`src/rtl/bp_be_stride_prefetch_scheduler_pkg.sv`:
```
// Shared types for the backend stride prefetch scheduler.
// The descriptor struct depends on module widths, so it is declared through a macro.
`define DECLARE_BP_BE_LOOP_DESC_S(vaddr_width_mp, stride_width_mp, iters_width_mp) \
    typedef struct packed { \
        logic [vaddr_width_mp-1:0]  pc; \
        logic [vaddr_width_mp-1:0]  eff_addr; \
        logic [stride_width_mp-1:0] stride; \
        logic [iters_width_mp-1:0]  iters; \
    } bp_be_loop_desc_s

package bp_be_pkg;

    typedef enum logic [1:0] {
        e_pf_idle,
        e_pf_issue,
        e_pf_drain
    } bp_be_pf_sched_state_e;

endpackage

```
`src/rtl/bp_be_stride_prefetch_scheduler_credit_counter.sv`:
```
// Saturating up/down counter tracking free prefetch slots in the cache.
// Starts full; a simultaneous increment and decrement leaves it unchanged.
module bp_be_pf_credit_counter
    import bp_be_pkg::*;
#(
    parameter int max_inflight_p = 4,
    localparam int credit_width_lp = $clog2(max_inflight_p + 1)
) (
    input  logic                       clk_i,
    input  logic                       reset_n_i,
    input  logic                       inc_i,
    input  logic                       dec_i,
    output logic [credit_width_lp-1:0] credits_o,
    output logic                       full_o,
    output logic                       empty_o
);

    logic [credit_width_lp-1:0] credits_r;

    assign credits_o = credits_r;
    assign full_o    = (credits_r == credit_width_lp'(max_inflight_p));
    assign empty_o   = (credits_r == '0);

    // Returns beyond the maximum are dropped, which absorbs stale completions after reset.
    always_ff @(posedge clk_i) begin
        if (!reset_n_i) begin
            credits_r <= credit_width_lp'(max_inflight_p);
        end else if (inc_i & ~dec_i & ~full_o) begin
            credits_r <= credits_r + credit_width_lp'(1);
        end else if (dec_i & ~inc_i & ~empty_o) begin
            credits_r <= credits_r - credit_width_lp'(1);
        end
    end

endmodule

```
`src/rtl/bp_be_stride_prefetch_scheduler.sv`:
```
// Turns one inferred striding loop into a train of D-cache prefetches running
// prefetch_distance_p iterations ahead, credit-throttled and line-deduplicated.
module bp_be_stride_prefetch_scheduler
    import bp_be_pkg::*;
#(
    parameter int vaddr_width_p        = 39,
    parameter int stride_width_p       = 8,
    parameter int output_range_p       = 8,
    parameter int max_inflight_p       = 4,
    parameter int prefetch_distance_p  = 2,
    parameter int max_prefetches_p     = 32,
    parameter int block_offset_width_p = 6
) (
    input  logic                      clk_i,
    input  logic                      reset_n_i,
    input  logic                      enable_i,
    input  logic                      flush_i,
    input  logic                      loop_v_i,
    input  logic [vaddr_width_p-1:0]  loop_pc_i,
    input  logic [vaddr_width_p-1:0]  loop_eff_addr_i,
    input  logic [stride_width_p-1:0] loop_stride_i,
    input  logic [output_range_p-1:0] loop_iters_i,
    output logic                      loop_yumi_o,
    output logic                      pf_v_o,
    output logic [vaddr_width_p-1:0]  pf_vaddr_o,
    output logic [vaddr_width_p-1:0]  pf_pc_o,
    input  logic                      pf_ready_and_i,
    input  logic                      pf_done_i,
    output logic                      busy_o
);

    `DECLARE_BP_BE_LOOP_DESC_S(vaddr_width_p, stride_width_p, output_range_p);

    localparam int line_width_lp   = vaddr_width_p - block_offset_width_p;
    localparam int credit_width_lp = $clog2(max_inflight_p + 1);
    localparam logic [output_range_p-1:0] max_pf_lp = output_range_p'(max_prefetches_p);

    // Handshakes: the descriptor moves when loop_v_i & loop_yumi_o (yumi is a pure
    // function of state and inputs); a prefetch moves when pf_v_o & pf_ready_and_i,
    // and pf_vaddr_o/pf_pc_o hold while pf_v_o waits unless a flush intervenes.
    bp_be_loop_desc_s desc_li;
    assign desc_li = '{pc: loop_pc_i, eff_addr: loop_eff_addr_i,
                       stride: loop_stride_i, iters: loop_iters_i};

    bp_be_pf_sched_state_e      state_r;
    logic [vaddr_width_p-1:0]   addr_r, stride_r, pc_r;
    logic [output_range_p-1:0]  cnt_r;
    logic [line_width_lp-1:0]   last_line_r;
    logic                       last_line_v_r;

    logic [credit_width_lp-1:0] credits;
    logic                       credits_full, credits_empty;

    logic [vaddr_width_p-1:0]   stride_sext, addr_init;
    logic [output_range_p-1:0]  cnt_init;
    logic                       issue, dup, pf_hs, advance, drain_done;

    assign stride_sext = {{(vaddr_width_p-stride_width_p){desc_li.stride[stride_width_p-1]}},
                          desc_li.stride};
    assign addr_init   = desc_li.eff_addr + stride_sext * vaddr_width_p'(prefetch_distance_p);
    assign cnt_init    = (desc_li.iters > max_pf_lp) ? max_pf_lp : desc_li.iters;

    // Flush masks the request in the same cycle so no credit is spent on an aborted train.
    assign issue   = (state_r == e_pf_issue) & ~flush_i;
    assign dup     = last_line_v_r & (addr_r[vaddr_width_p-1:block_offset_width_p] == last_line_r);
    assign pf_v_o  = issue & ~dup & ~credits_empty;
    assign pf_hs   = pf_v_o & pf_ready_and_i;
    assign advance = issue & (dup | pf_hs);

    assign pf_vaddr_o  = addr_r;
    assign pf_pc_o     = pc_r;
    assign loop_yumi_o = (state_r == e_pf_idle) & enable_i & loop_v_i & ~flush_i;
    assign busy_o      = (state_r != e_pf_idle);

    // A completion arriving on the last missing credit releases DRAIN in the same cycle.
    assign drain_done = credits_full
                      | (pf_done_i & (credits == credit_width_lp'(max_inflight_p - 1)));

    always_ff @(posedge clk_i) begin
        if (!reset_n_i) begin
            state_r       <= e_pf_idle;
            addr_r        <= '0;
            stride_r      <= '0;
            pc_r          <= '0;
            cnt_r         <= '0;
            last_line_r   <= '0;
            last_line_v_r <= 1'b0;
        end else begin
            case (state_r)
                e_pf_idle: begin
                    if (loop_yumi_o) begin
                        addr_r        <= addr_init;
                        stride_r      <= stride_sext;
                        pc_r          <= desc_li.pc;
                        cnt_r         <= cnt_init;
                        last_line_v_r <= 1'b0;
                        state_r       <= (cnt_init == '0) ? e_pf_drain : e_pf_issue;
                    end
                end
                e_pf_issue: begin
                    if (flush_i) begin
                        cnt_r   <= '0;
                        state_r <= e_pf_drain;
                    end else if (advance) begin
                        addr_r <= addr_r + stride_r;
                        cnt_r  <= cnt_r - output_range_p'(1);
                        if (pf_hs) begin
                            last_line_r   <= addr_r[vaddr_width_p-1:block_offset_width_p];
                            last_line_v_r <= 1'b1;
                        end
                        if (cnt_r == output_range_p'(1)) begin
                            state_r <= e_pf_drain;
                        end
                    end
                end
                e_pf_drain: begin
                    if (drain_done) begin
                        state_r <= e_pf_idle;
                    end
                end
                default: state_r <= e_pf_idle;
            endcase
        end
    end

    bp_be_pf_credit_counter #(
        .max_inflight_p(max_inflight_p)
    ) credit_counter (
        .clk_i    (clk_i),
        .reset_n_i(reset_n_i),
        .inc_i    (pf_done_i),
        .dec_i    (pf_hs),
        .credits_o(credits),
        .full_o   (credits_full),
        .empty_o  (credits_empty)
    );

endmodule

```
`config.mk`:
```
export PLATFORM = sky130hd
export DESIGN_NAME = bp_be_stride_prefetch_scheduler
export DESIGN_NICKNAME = d
export VERILOG_FILES = /design/src/rtl/bp_be_stride_prefetch_scheduler_pkg.sv /design/src/rtl/bp_be_stride_prefetch_scheduler_credit_counter.sv /design/src/rtl/bp_be_stride_prefetch_scheduler.sv
export SDC_FILE = /design/constraint.sdc
export NUM_CORES = 1
export LEC_CHECK = 0
export ABC_CLOCK_PERIOD_IN_PS = 5000
export CAP_MARGIN = 30
export CORE_UTILIZATION = 54
export CTS_CLUSTER_DIAMETER = 60
export DETAILED_ROUTE_END_ITERATION = 12
export PLACE_DENSITY_LB_ADDON = 0.15
export SKIP_CTS_REPAIR_TIMING = 1
export SLEW_MARGIN = 20
export SYNTH_ARGS = -nofsm -noshare
export SYNTH_HDL_FRONTEND = slang
export SYNTH_HIERARCHICAL = 1
export SYNTH_SLANG_ARGS = --single-unit
export TNS_END_PERCENT = 1
```
`constraint.sdc`:
```
create_clock -name clk_i -period 5 [get_ports clk_i]
set_clock_uncertainty 0.2 [all_clocks]
set_input_delay 0.75 -clock clk_i [delete_from_list [all_inputs] [get_ports clk_i]]
set_output_delay 0.75 -clock clk_i [all_outputs]
set_load 0.01 [all_outputs]
```
==> results.md, run 1 <==
* Bufs on Longest Clock Path at 2
* FFs w/ async S/R, synth at 0%
* VDD IR max at 0.000272 V
* Cell accounting for the most synthesized area: dfxtp_1
* Initial DRT Pass Iterations at 7
* P per Cell Area at 269 mW/mm^2
* Synthesized area at 0.00996 sq mm
* Static Leak at 5.20 nW
* Die ar. at 0.0190 sq mm
* Diodes inserted at 0
* Routing usage on met2 at 50.2%
* Die H at 138 um
* Seq/Total Area, Yosys at 26.7%
* Die Span X at 138 um
* Largest cells by area after synthesis: dfxtp_1 (27%), nand2_1 (9.8%), ha_1 (9.7%)
* # DRC at 0
* Global routing's busiest layer: met2
* Number of synthesized flops with an enable pin at 0
* Root buffer cell: clkbuf_16
* Setup Total Neg Slack at 0 ns
* Cell area after layout at 0.0126 sq mm
* Largest net degree at the start of global routing at 54
* H-tree depth at 4
* Routed WL at 30900 um
* HP Class: reg2reg
* R2r startpoint: pf_vaddr_o[11]
* P&R area growth vs syn at 26.6%
* Data required, critical path at 5.15 ns
* Most numerous cell in the Yosys netlist: nand2_1
* Post-Synthesis Cells at 1348
* Critical path arrival at 4.23 ns
* Total GRT Usage at 32.6%
* CP Launch Point: pf_vaddr_o[11]
* Final Slew Violations at 0
* Met1 usage at 46.0%
* Detailed placer's ending HPWL at 22700 um
* Post-route ant nets at 0
* Syn_area_per_cell at 7.39 sq um
* Number of distinct library cells after synthesis at 74
* Status: complete, no violations
* IO Count at 182
* Core ar. at 0.0180 sq mm
* Max-cap violations at 0
* Initial antenna violation count at 0
* Worst-margin pin slew at 0.676 ns
* Commonest cells post-synth: nand2_1 (260), a21oi_1 (183), dfxtp_1 (133), nor2_1 (83), ha_1 (77)
* Post-DP Area at 0.0120 sq mm
* Crit Path Max Fanout at 5
* Final setup fails at 0
* Most used DFF post-synth: dfxtp_1
* Vias per std cell at 6.07
* Final GP Congestion at 1.00
* Worst R2R Setup Slack at 0.92 ns
* Hold path cells at 2
* Global Route met3 Usage at 6.11%
* Latest clock arrival within the worst-skew pair at 0.43 ns
* Starting Density at 55.3%
* Final nets at 1686
* Reg clk slew, reported paths at 0.06 ns
* Row cnt at 49
* Initial drt markers at 925
* Worst r2r dst: credit_counter/credits_o[2]
* Endpoint, Worst Hold: pf_pc_o[6]
* Global route overflow at 0
* Vias in the first global route at 9594
* Port Buf Inserts at 181
* Setup CP Type: reg2reg
* #FFs+latches synth at 133
* Post-synth top area share at 26.7%
* CTS sink cnt at 133
* Hold Crit Start: pf_pc_o[6]
* Crit path capture type: flop
* Yosys Warn Count at 6
* Fin crit period at 4.08 ns
* Num CTS Buffers at 17
* First-pass GRT wire length at 48500 um
* Fillers at 1545
* Relative max-transition margin at 53.8%
* Hold Vio Cnt, Final at 0
* Post-route clock period utilization at 81.6%
* CTS tree: yes
* Highest Clock Rate at 245 MHz
* Worst Reg-to-Reg Cells at 12
* Syn Nets at 1529
* Layout cells sized above 1 at 4.94%
* DR WL/cell at 17.7 um
* Crit path launch type: flop
* RSZ-0062 raised after global routing: no
* DR vias at 10600
## area by class of cell
type / instances / area, sq um / area share (%)
clock inverter: 14 / 199 / 1.58
sequential: 133 / 2660 / 21.1
inverter: 26 / 98.8 / 0.784
multi-input combinational: 1121 / 6940 / 55.1
clock buffer: 17 / 425 / 3.37
timing repair buffer: 206 / 2000 / 15.8
tap: 229 / 287 / 2.27
## per-layer routing
layer  share of wire, %  vias up  wire length [um]
met1                 46     4908             14100
met5                  0        -                 0
li1                   -     5188                 -
met4                1.7        0               535
met3                8.5       43              2640
met2                 44      455             13700
## flip-flops by register name, indices dropped and copies added, names as in the netlist
signal                    cells
cnt_r                         8
credit_counter/credits_o      3
last_line_r                  33
last_line_v_r                 1
pf_pc_o                      39
pf_vaddr_o                   39
state_r                       2
stride_r                      8
## cells by family after synthesis
kind of cell / synth area share, %
compound gates: 28.8
xor+xnor: 8.35
fa+ha+maj: 10.3
buf+inv: 3.64
flops: 26.7
mux: 0.301
simple gates: 21.9
## power by group
part	internal, mW	total (mW)	switching, mW
clock network	0.838	1.35	0.515
registers	1.11	1.16	0.0585
logic	0.380	0.878	0.498
total	2.32	3.39	1.07
## how the worst max path moves through the flow
stage               slack, ns                          end  depth (start not counted)
finish                   0.92  credit_counter/credits_o[2]                         12
global route             0.69               pf_vaddr_o[37]                         11
CTS                      0.95  credit_counter/credits_o[2]                         12
detailed placement       0.57               pf_vaddr_o[34]                         12
global placement         0.59               pf_vaddr_o[34]                         12
floorplan                1.03  credit_counter/credits_o[2]                         14
## critical path: stages, from the launching register on
cell and delay, ns:
dfxtp_1 0.37, xor2_1 0.18, nor4_1 0.62, nand4_1 0.25, or3_1 0.41, nand2_1 0.11
or2_1 0.13, inv_2 0.04, or3b_2 0.47, fa_1 0.39, or3b_1 0.40, or3_1 0.32
o2111ai_1 0.10
## placed cells by master, fill, tap and decap left out, types with 5 or more instances in the layout
cell and instances:
a211oi_1 20, a21o_1 47, a21oi_1 183, a221oi_1 11
a22oi_1 5, a311oi_1 5, a31oi_1 16, a32oi_1 5
and2_1 8, and3_1 11, buf_4 24, clkbuf_16 17
clkdlybuf4s50_1 181, dfxtp_1 133, ha_1 77, inv_1 23
nand2_1 260, nand2b_1 6, nand3_1 31, nand4_1 15
nor2_1 83, nor2b_1 7, nor3_1 28, nor4_1 11
o211ai_1 11, o21a_1 6, o21ai_0 69, o21bai_1 19
or3_1 8, xnor2_1 38, xor2_1 57
## per-stage QoR
step           utilization [%]  cells  power [mW]  hold slack, ns  worst slack, ns
4_1_cts                   69.9   1745        3.38           0.254            0.950
3_5_place_dp              66.5   1714        2.03           0.245            0.565
2_1_floorplan                -   1348        1.70           0.240             1.03
3_3_place_gp              66.5   1714        2.03           0.241            0.588
6_report                  70.0   1746        3.39           0.252            0.919
5_1_grt                   70.0   1746        3.53           0.273            0.687
No activity file was read; power rests on OpenSTA's default activity.
==> run 2: changes to the inputs <==
--- a/config.mk
+++ b/config.mk
@@ -5,7 +5,7 @@
 export SDC_FILE = /design/constraint.sdc
 export NUM_CORES = 1
 export LEC_CHECK = 0
-export ABC_CLOCK_PERIOD_IN_PS = 5000
+export ABC_CLOCK_PERIOD_IN_PS = 3800
 export CAP_MARGIN = 30
 export CORE_UTILIZATION = 54
 export CTS_CLUSTER_DIAMETER = 60
==> constraint.sdc (replaced) <==
create_clock -name clk_i -period 3.8 [get_ports clk_i]
set_clock_uncertainty 0.2 [all_clocks]
set_input_delay 0.57 -clock clk_i [delete_from_list [all_inputs] [get_ports clk_i]]
set_output_delay 0.57 -clock clk_i [all_outputs]
set_load 0.01 [all_outputs]
==> results.md, run 2 (same netlist as run 1, synthesis figures left out) <==
* Port Buf Inserts at 181 (unchanged)
* Row cnt at 49 (unchanged)
* Die H at 138 um (unchanged)
* Routed WL at 32400 um (was 30900 um)
* Initial DRT Pass Iterations at 6 (was 7)
* # DRC at 0 (unchanged)
* Final WS setup at 0.139 ns (was 0.919 ns)
* Reg clk slew, reported paths at 0.06 ns (about the same)
* First-pass GRT wire length at 50100 um (was 48500 um)
* Final setup fails at 0 (unchanged)
* Final GP Congestion at 0.969 (was 1.00)
* Num CTS Buffers at 17 (unchanged)
* IO Count at 182 (unchanged)
* Post-Place Setup Slack at -0.102 ns (was 0.565 ns)
* DR WL/cell at 17.8 um (was 17.7 um)
* Crit path launch type: flop (unchanged)
* Post-route ant nets at 0 (unchanged)
* Crit Path Max Fanout at 2 (was 5)
* Total power at 4.62 mW (was 3.39 mW)
* Relative max-transition margin at 57.7% (was 53.8%)
* Hold Vio Cnt, Final at 0 (unchanged)
* Setup CP Type: reg2reg (unchanged)
* Global route overflow at 0 (unchanged)
* Data required, critical path at 3.95 ns (was 5.15 ns)
* H-tree depth at 4 (unchanged)
* Logic pwr share at 28.0% (was 25.9%)
* HP Class: reg2reg (unchanged)
* Setup Total Neg Slack at 0 ns (unchanged)
* Most common cell after layout, fill and taps aside: nand2_1 (unchanged)
* Die ar. at 0.0190 sq mm (unchanged)
* Detailed placer's ending HPWL at 24400 um (was 22700 um)
* Starting Density at 55.3% (unchanged)
* Vias in the first global route at 9817 (was 9594)
* Worst-path cell chain: xor2_1 -> nor4_2 -> buf_4 -> nand4_1 -> or3_4 -> nand2_1 -> or2_1 -> inv_2 -> or3b_2 -> fa_1 -> or3b_1 -> or3_1 -> o2111ai_1 (was xor2_1 -> nor4_1 -> nand4_1 -> or3_1 -> nand2_1 -> or2_1 -> inv_2 -> or3b_2 -> fa_1 -> or3b_1 -> or3_1 -> o2111ai_1)
* CP max stage delay at 0.47 ns (was 0.62 ns)
* Die Span X at 138 um (unchanged)
* Slowest CP cell: or3b_2 (was nor4_1)
* Bufs on Longest Clock Path at 2 (unchanged)
* Crit path capture type: flop (unchanged)
* Fin crit period at 3.66 ns (was 4.08 ns)
* Max-cap violations at 0 (unchanged)
* Core ar. at 0.0180 sq mm (unchanged)
* Final nets at 1757 (was 1686)
* Fillers at 1520 (was 1545)
* Hold WS at 0.254 ns (was 0.252 ns)
* Layout cells sized above 1 at 9.82% (was 4.94%)
* Post-layout util at 73.4% (was 70.0%)
* Static Leak at 5.58 nW (was 5.20 nW)
* Highest Clock Rate at 273 MHz (was 245 MHz)
* Clock power share at 39.4% (was 39.8%)
* Diodes inserted at 0 (unchanged)
* Root buffer cell: clkbuf_16 (unchanged)
* Worst R2R Setup Slack at 0.14 ns (was 0.92 ns)
* Internal power at 3.16 mW (was 2.32 mW)
* Initial antenna violation count at 0 (unchanged)
* P&R area growth vs syn at 32.8% (was 26.6%)
* Initial drt markers at 935 (was 925)
* CTS tree: yes (unchanged)
* Total GRT Usage at 34.0% (was 32.6%)
* Vias per std cell at 6.04 (was 6.07)
* Worst-margin pin slew at 0.618 ns (was 0.676 ns)
* Status: complete, no violations (unchanged)
* VDD IR max at 0.000349 V (was 0.000272 V)
* Flop pwr share at 32.7% (was 34.3%)
* P per Cell Area at 349 mW/mm^2 (was 269 mW/mm^2)
* RSZ-0062 raised after global routing: yes (was no)
* Largest net degree at the start of global routing at 74 (was 54)
* Post-route clock period utilization at 96.3% (was 81.6%)
* DR vias at 11000 (was 10600)
* CTS sink cnt at 133 (unchanged)
* Sw power at 1.46 mW (was 1.07 mW)
* Final Slew Violations at 0 (unchanged)
* Critical path arrival at 3.81 ns (was 4.23 ns)
* Latest clock arrival within the worst-skew pair at 0.43 ns (about the same)
* Sw Ratio at 31.6% (about the same)
* Commonest non-fill, non-tap cells in the layout: nand2_1 (260), a21oi_1 (183), clkdlybuf4s50_1 (181) (unchanged)
==> run 2: cell count changes in the layout (fill, tap and decap cells not counted), sizes merged <==
cell	before	now
buf	24	96
clkinv	6	4
clkinvlp	1	2
inv	29	31
clkbuf	18	17
==> run 2: metal layers <==
layer	wire length, um	share of wire (%)	global-route usage, %	up-vias
met4	613	1.9	8.88	0
met5	0	0	0	-
li1	-	-	-	5314
met1	14400	44	47.2	5046
met2	14200	44	51.9	569
met3	3150	9.7	8.24	51
==> run 2: worst paths after layout <==
check / end / from / cells after the start
worst max-delay path: credit_counter/credits_o[2] / last_line_r[25] / 13
worst max register to register: credit_counter/credits_o[2] / last_line_r[25] / 13
worst min register to register: pf_pc_o[18] / pf_pc_o[18] / 2
worst min-delay path: pf_pc_o[18] / pf_pc_o[18] / 2
==> run 2: critical path: cells and delay by family (launching register included) <==
| family | cells | cell delay, ns |
|---|---|---|
| AO/OA/AOI/OAI | 1 | 0.10 |
| AND/OR/NAND/NOR | 8 | 2.19 |
| XOR/XNOR | 1 | 0.18 |
| flip-flops | 1 | 0.32 |
| buffers and inverters | 2 | 0.21 |
| adder cells (fa/ha/maj) | 1 | 0.39 |
==> run 2: through the flow <==
stage | instances | instance area, sq um
floorplan | 1348 | 9970
global placement | 1786 | 12600
detailed placement | 1786 | 12600
CTS | 1818 | 13200
global route | 1818 | 13200
finish | 1818 | 13200
==> run 2: layout make-up <==
cell class                      instances  area, sq um  area share (%)
Clock buffer                           17          425            3.21
Clock inverter                         15          218            1.64
Inverter                               26         98.8           0.747
Multi-Input combinational cell       1121         6970            52.7
Sequential cell                       133         2670            20.1
Tap cell                              229          287            2.16
Timing Repair Buffer                  277         2570            19.4
==> run 2: power groups by stage <==
stage                     Clock (mW)  Combinational, mW  Sequential (mW)
after floorplan                    0              0.671             1.56
after global placement             0               1.24             1.53
after detailed placement           0               1.25             1.54
after CTS                       1.83               1.26             1.51
after global routing            1.89               1.40             1.51
final                           1.82               1.29             1.51
